### src/rtl/priority_encoder.sv
// rtl/priority_encoder.sv - 8-to-3 priority encoder with enable, group select, cascade enable out and optional output register
module priority_encoder #(
    parameter bit OUT_REG = 1'b1
) (
    input  logic clk,
    input  logic rst,
    input  logic ei,
    input  logic p0,
    input  logic p1,
    input  logic p2,
    input  logic p3,
    input  logic p4,
    input  logic p5,
    input  logic p6,
    input  logic p7,
    output logic z1,
    output logic z2,
    output logic z4,
    output logic gs,
    output logic eo
);

    logic [7:0] req;
    logic [2:0] enc_idx;
    logic       enc_any;
    logic [2:0] nxt_idx;
    logic       nxt_gs;
    logic       nxt_eo;

    assign req = {p7, p6, p5, p4, p3, p2, p1, p0};

    // Highest-numbered active request wins; the casez order masks every lower request
    always_comb begin
        enc_idx = 3'd0;
        enc_any = 1'b1;
        casez (req)
            8'b1???_????: enc_idx = 3'd7;
            8'b01??_????: enc_idx = 3'd6;
            8'b001?_????: enc_idx = 3'd5;
            8'b0001_????: enc_idx = 3'd4;
            8'b0000_1???: enc_idx = 3'd3;
            8'b0000_01??: enc_idx = 3'd2;
            8'b0000_001?: enc_idx = 3'd1;
            8'b0000_0001: enc_idx = 3'd0;
            default:      enc_any = 1'b0;
        endcase
    end

    // Disabled encoder drives all zeros; gs and eo are mutually exclusive by construction
    always_comb begin
        nxt_idx = (ei && enc_any) ? enc_idx : 3'd0;
        nxt_gs  = ei & enc_any;
        nxt_eo  = ei & ~enc_any;
    end

    generate
        if (OUT_REG) begin : g_reg
            // Capture the encoding each rising edge; reset clears the result without waiting for clk
            always_ff @(posedge clk or negedge rst) begin
                if (!rst) begin
                    z1 <= 1'b0;
                    z2 <= 1'b0;
                    z4 <= 1'b0;
                    gs <= 1'b0;
                    eo <= 1'b0;
                end else begin
                    z1 <= nxt_idx[0];
                    z2 <= nxt_idx[1];
                    z4 <= nxt_idx[2];
                    gs <= nxt_gs;
                    eo <= nxt_eo;
                end
            end
        end else begin : g_comb
            // Clock and reset play no part in the combinational build
            logic unused_clk_rst;
            assign unused_clk_rst = clk ^ rst;
            assign z1 = nxt_idx[0];
            assign z2 = nxt_idx[1];
            assign z4 = nxt_idx[2];
            assign gs = nxt_gs;
            assign eo = nxt_eo;
        end
    endgenerate

endmodule

### config.mk
export PLATFORM = sky130hd
export DESIGN_NAME = priority_encoder
export DESIGN_NICKNAME = d
export VERILOG_FILES = /design/src/rtl/priority_encoder.sv
export SDC_FILE = /design/constraint.sdc
export NUM_CORES = 1
export LEC_CHECK = 0
export ABC_AREA = 1
export CORE_AREA = 2 2 39 41
export DETAILED_ROUTE_END_ITERATION = 6
export DIE_AREA = 0 0 41 43
export GPL_ROUTABILITY_DRIVEN = 0
export PLACE_DENSITY = 0.5
export SLEW_MARGIN = 40
export SYNTH_ARGS = -nofsm -noshare
export SYNTH_HDL_FRONTEND = slang
export SYNTH_SLANG_ARGS = --single-unit
### constraint.sdc
create_clock -name clk -period 1 [get_ports clk]
set_input_delay 0.2 -clock clk [delete_from_list [all_inputs] [get_ports clk]]
set_output_delay 0.2 -clock clk [all_outputs]
set_load 0.01 [all_outputs]
# == Yosys cells after proc, flatten, opt, wreduce, memory -nomap -nowiden ==
# Cells that the tools add are included.
# totals
ff_bits,5
latch_bits,0
mem_bits_rw,0
romBits,0
inputBits,11
output_inout_bits,5
elab_cells,20
n_memories,0
# op_classes
addsub,0
mul,0
div_mod_pow,0
magnitude_cmp,0
eq_ne,7
shifts,0
mux,3
n_bitwise,3
n_reduce_logical,2
# op_table
operator,n
one-hot mux 3 bit (7 select lines),1
== test 8 x 1 -> 1 bit (second input constant),1
OR reduction 8 bit,1
== test 7 x 1 -> 1 bit (second input constant),1
== test 6 x 1 -> 1 bit (second input constant),1
== test 5 x 1 -> 1 bit (second input constant),1
== test 4 x 1 -> 1 bit (second input constant),1
== test 3 x 1 -> 1 bit (second input constant),1
two-way mux 3 bit,1
bitwise AND 1 bit,2
== test 2 x 1 -> 1 bit (second input constant),1
logical AND 1 bit,1
two-way mux 1 bit,1
inverter 1 bit,1

# == Longest topological paths before layout ==
# Gate-level depths: netlist (run 1).
# depth
ltp_word,5
depth_mapped,6

# == Worst setup path before layout (run 1) ==
# No wires, ideal clock.
# synth_path
kind,input port to flip-flop
from,in p5
to,reg z1
setup_time_ns,0.122
t_arrival_ns,0.634
path_slack_ns,0.245
path_stages,4
path_buffers,0
path_cell_list,nor2_2 nand3_2 o21ai_2 nor2_1
# synth_via
elab_chain_cells,5
elab_cells_between_ends,11
classes_between,eq/ne (6); mux (3); reduce/logical (2)
# synth_lines
item,line,source
"start, declared",13,"input logic p5,"
"== test 8 x 1 -> 1 bit, or another cell as far along",36,casez (req)
OR reduction 8 bit (no line),--,
two-way mux 1 bit,36,
logical AND 1 bit,51,nxt_idx = (ei && enc_any) ? enc_idx : 3'd0;
two-way mux 3 bit *,51,
named net nxt_idx[0],26,logic [2:0] nxt_idx;
"end signal, assigned",67,z1 <= nxt_idx[0];
"end, declared",16,"output logic z1,"
# Mark *: on every way through the listed nets, which the timed path passes. The rest lies on a longest branch.

# == Final worst setup path (run 1) ==
# layout_path
from,reg eo
to,out eo
# layout_rtl
item,line,source
"start, declared",20,output logic eo
"start signal, assigned",71,eo <= nxt_eo;
# No word-level cell between the ends.

==> flow_summary.toml, run 1 <==
[status]
outcome = "finished, final reports clean"

[sta]
fin_hold_ws_ps = 177
rsz0062_at_grt = "false"
fin_setup_tns_ps = 0
fin_crit_sh_pct = 91.2
finalCriticalPeriod_ps = 912
fmax_ghz = 1.10
worstMarginPinSlew_ps = 207
finalHoldViolCount = 0
setup_viol = 0
relSlewSlack_pct = 86.1
maxSlewViolCount = 0

[synth]
synth_nets = 46
synth_edf_count = 0
synth_area_per_cell_um2 = 7.61
synth-warning-count = 0
ys_ff_latch = 5
synth-seq-area-share_pct = 46.9
synth-async-reset-ratio_pct = 100
synth_top_area_share_pct = 46.9
yosysUniqueCellTypes = 10
yosys-top-cells-count = "nor2_1, inv_1, nand2_1, dfrtp_1, nor2_2"
synth_top_area_cell = "dfrtp_1"
ys.flop_type = "dfrtp_1"
synth.most_common_cell = "nor2_1"
syn_inst = 35
synthTopCellsByArea = "dfrtp_1, nor2_1, inv_1, nand2_1, nor2_2"
synth_area_um2 = 267

[critical_path]
slowest_stage = "dfrtp_1"
slowest_delay_ps = 350
timing.critical_path.depth = 1
critPathLaunchType = "flip-flop"
crit_required_ps = 800
crit_path_max_fanout = 1
cp.arrival_ps = 710
cp-end-kind = "output port"
setup.worst_path.end = "eo"
path_cells = "buf_2"
crit_family = "flip-flops"
setup.worst_path.class = "flip-flop to output port"
crit_start = "eo"
critical_path.n_buffers_inverters = 1

[global_route]
overflow = 0
grt_pass1_wl_um = 945
gr-usage-all-layers_pct = 7.85
grt_max_degree = 6
grt_pass1_vias = 269
grt_antenna_before_repair = 0

[route]
drc = 0
vias = 286
viasPerCell = 3.86
drtIter0Drc = 2
ant_nets = 0
wirelength_um = 534
wl_per_cell_um = 7.22
dr.pass1.iters = 3

[floorplanning]
dieArea_um2 = 1760
initial_core_util_pct = 19.3
rows = 14
die_w_um = 41
die_height_um = 43
core_area_um2 = 1380
io_pins = 16

[layout]
final_cells = 74
drive_gt1_share_pct = 31.0
finish.utilization_pct = 33.5
num_antenna_cells = 0
area_growth_pct = 73.7
nets = 70

[power]
p_per_area_nw_per_um2 = 1180
vdd_drop_max_mv = 0.327
p_leak_nw = 0.248

[clock_network]
ctsRootBufferMaster = "clkbuf_4"
numCtsBuffers = 3
clock-sinks = 5
htreeDepth = 1
hold_buffers = 0
clockBufferDepth = 2
cts_tree = "yes"
clkTransAtPathRegs_ps = 40

[placed_design]
dp.cells = 67
numPortBuffers = 15
hpwl_um = 426

[run]
drv_cap = 0

[hold_path]
min_path_type = "primary input to asynchronous set/reset pin"
per-stage QoR:
| step | setup WS (ps) | total power, mW | instance area [um2] |
|---|---|---|---|
| floorplan | 245 | 0.259 | 267 |
| global placement | -278 | 0.337 | 444 |
| detailed placement | -297 | 0.337 | 444 |
| CTS | 14.1 | 0.560 | 460 |
| global route | 25.0 | 0.582 | 463 |
| finish | 87.8 | 0.547 | 463 |
how the worst min path moves through the flow:
stage / slack, ps / from / end
4_1_cts: 180 / rst / z2
6_report: 180 / rst / z4
3_3_place_gp: 430 / rst / z4
5_1_grt: 200 / rst / gs
2_1_floorplan: -100 / rst / eo
3_5_place_dp: 430 / rst / gs
layer usage:
metal | wire length (um) | track usage (%) | vias to the layer above
li1 | - | - | 149
met1 | 183 | 7.77 | 125
met2 | 274 | 13.1 | 12
met4 | 0 | 6.00 | 0
met5 | 0 | 0 | -
met3 | 76 | 1.57 | 0
state kept, by name, summed over array words and instances (netlist names):
| signal | cells |
|---|---|
| eo | 1 |
| gs | 1 |
| z1 | 1 |
| z2 | 1 |
| z4 | 1 |
placed cells by master, fill, tap and decap left out, types with 2 or more instances in the layout:
cell             netlist  layout
dfrtp_1                5       5
nor2_2                 2       2
dlygate4sd2_1          0       6
buf_4                  0       4
clkbuf_4               0       3
clkdlybuf4s50_1        0       3
inv_1                  6       5
nand2_1                6       6
nor2_1                11      11
buf_2                  0       5
cells by family (layout without fill, tap and decap cells):
kind of cell	Yosys count	in the layout	share of synthesized area, %
AOI/OAI and AO/OA	1	1	3.29
and+or+nand+nor	23	23	41.3
DFF	5	5	46.9
buffers and inverters	6	29	8.45
final cells by class:
type                            count  area [um2]
Multi-Input combinational cell     24         119
Inverter                            6        22.5
Clock buffer                        4        26.3
Fill cell                         166         921
Sequential cell                     5         125
Timing Repair Buffer               19         150
Tap cell                           16        20.0
power by group:
part | switching, mW | internal (mW) | leakage [nW]
Clock | 0.0741 | 0.150 | 0.0150
Sequential | 0.00178 | 0.213 | 0.0622
Combinational | 0.0506 | 0.0565 | 0.171
repair_timing:
item,in CTS,in global routing
resized for setup,26,2
pin swaps,6,2
setup endpoints to repair,9,5
hold endpoints to repair,0,0
buffers inserted,3,0
No activity file was read; power rests on OpenSTA's default activity.
==> run 2, diff against run 1 <==
Settings changed: SKIP_CTS_REPAIR_TIMING from default to 1.
==> flow_summary.toml, run 2 (synthesis results as in run 1) <==
[status]
outcome = "finished, final reports clean"

[critical_path]
critPathLaunchType = "flip-flop"
slowest_stage = "dfrtp_1"
cp.arrival_ps = 740
crit_required_ps = 800
slowest_delay_ps = 340
critical_path.n_buffers_inverters = 1
setup.worst_path.end = "eo"
setup.worst_path.class = "flip-flop to output port"
cp-end-kind = "output port"
crit_path_max_fanout = 1
timing.critical_path.depth = 1
path_cells = "dlymetal6s2s_1"
crit_start = "eo"
crit_family = "flip-flops"

[clock_network]
clockBufferDepth = 2
ctsRootBufferMaster = "clkbuf_4"
htreeDepth = 1
clock-sinks = 5
numCtsBuffers = 3
cts_tree = "yes"
clkTransAtPathRegs_ps = 40

[global_route]
grt_antenna_before_repair = 0
grt_max_degree = 6
grt_pass1_wl_um = 890
gr-usage-all-layers_pct = 7.44
grt_pass1_vias = 248
overflow = 0

[route]
dr.pass1.iters = 2
viasPerCell = 3.78
ant_nets = 0
wirelength_um = 528
drc = 0
drtIter0Drc = 2
vias = 272
wl_per_cell_um = 7.33

[placed_design]
dp_slack_ps = -297
dp.cells = 67
hpwl_um = 426
placed_area_um2 = 444
numPortBuffers = 15

[floorplanning]
die_height_um = 43
initial_core_util_pct = 19.3
dieArea_um2 = 1760
io_pins = 16
core_area_um2 = 1380
rows = 14
die_w_um = 41

[power]
vdd_drop_max_mv = 0.321
seq_power_share_pct = 38.6
p_per_area_nw_per_um2 = 1080
p_leak_nw = 0.344
pwr-share-comb_pct = 21.1
finalPower_mw = 0.558
p_clk_share_pct = 40.3
switching_share_pct = 23.0
p_sw_mw = 0.128
p_int_mw = 0.430

[layout]
multi_input_area_um2 = 129
num_antenna_cells = 0
area_growth_pct = 94.4
final_cells = 72
final_area_um2 = 518
finish.utilization_pct = 37.4
mostFrequentLayoutCells = "dlymetal6s2s_1, nor2_1, inv_1, nand2_1, dfrtp_1"
drive_gt1_share_pct = 21.4
final_common_cell = "dlymetal6s2s_1"
nets = 68
regArea_um2 = 125
final.fill_count = 145

[hold_path]
min_path_type = "primary input to asynchronous set/reset pin"

[sta]
relSlewSlack_pct = 86.1
rsz0062_at_grt = "false"
fin_crit_sh_pct = 94.3
setup_viol = 0
fin_hold_ws_ps = 176
fin_setup_tns_ps = 0
fin_ws_ps = 56.9
worstMarginPinSlew_ps = 207
fmax_ghz = 1.06
maxSlewViolCount = 0
finalHoldViolCount = 0
finalCriticalPeriod_ps = 943

[run]
drv_cap = 0
-- run 2: cell count changes in the layout (fill, tap and decap cells not counted), moves of 2 or more --
cell | before | now
buf_2 | 5 | 0
buf_4 | 4 | 2
dlygate4sd2_1 | 6 | 0
dlymetal6s2s_1 | 1 | 12
-- run 2: final cells by class --
type	count	share of cell area (%)
clock buffers	4	5.07
inverters	6	4.35
multi-input cells	24	24.9
flip-flops and latches	5	24.2
well taps	16	3.86
repair buffers	17	37.7
-- run 2: how the worst min path moves through the flow --
stage          to  slack (ps)  cells after the start
5_1_grt        gs         200                      1
3_3_place_gp   z4         430                      1
6_report       z4         180                      1
3_5_place_dp   gs         430                      1
2_1_floorplan  eo        -100                      0
4_1_cts        z2         180                      1
-- run 2: routing by layer --
layer | share of wire [%] | track usage [%] | up-vias | routed length (um)
met1 | 38 | 8.74 | 116 | 203
met5 | 0 | 0 | - | 0
li1 | - | - | 144 | -
met2 | 49 | 10.9 | 12 | 257
met3 | 13 | 1.57 | 0 | 67
met4 | 0 | 6.00 | 0 | 0
-- run 2: power groups by stage --
stage                     logic [mW]  registers, mW  clock network [mW]
after global routing           0.132          0.216               0.245
after floorplan               0.0344          0.225                   0
after detailed placement       0.118          0.219                   0
after CTS                      0.119          0.216               0.236
final                          0.118          0.215               0.225
after global placement         0.119          0.218                   0
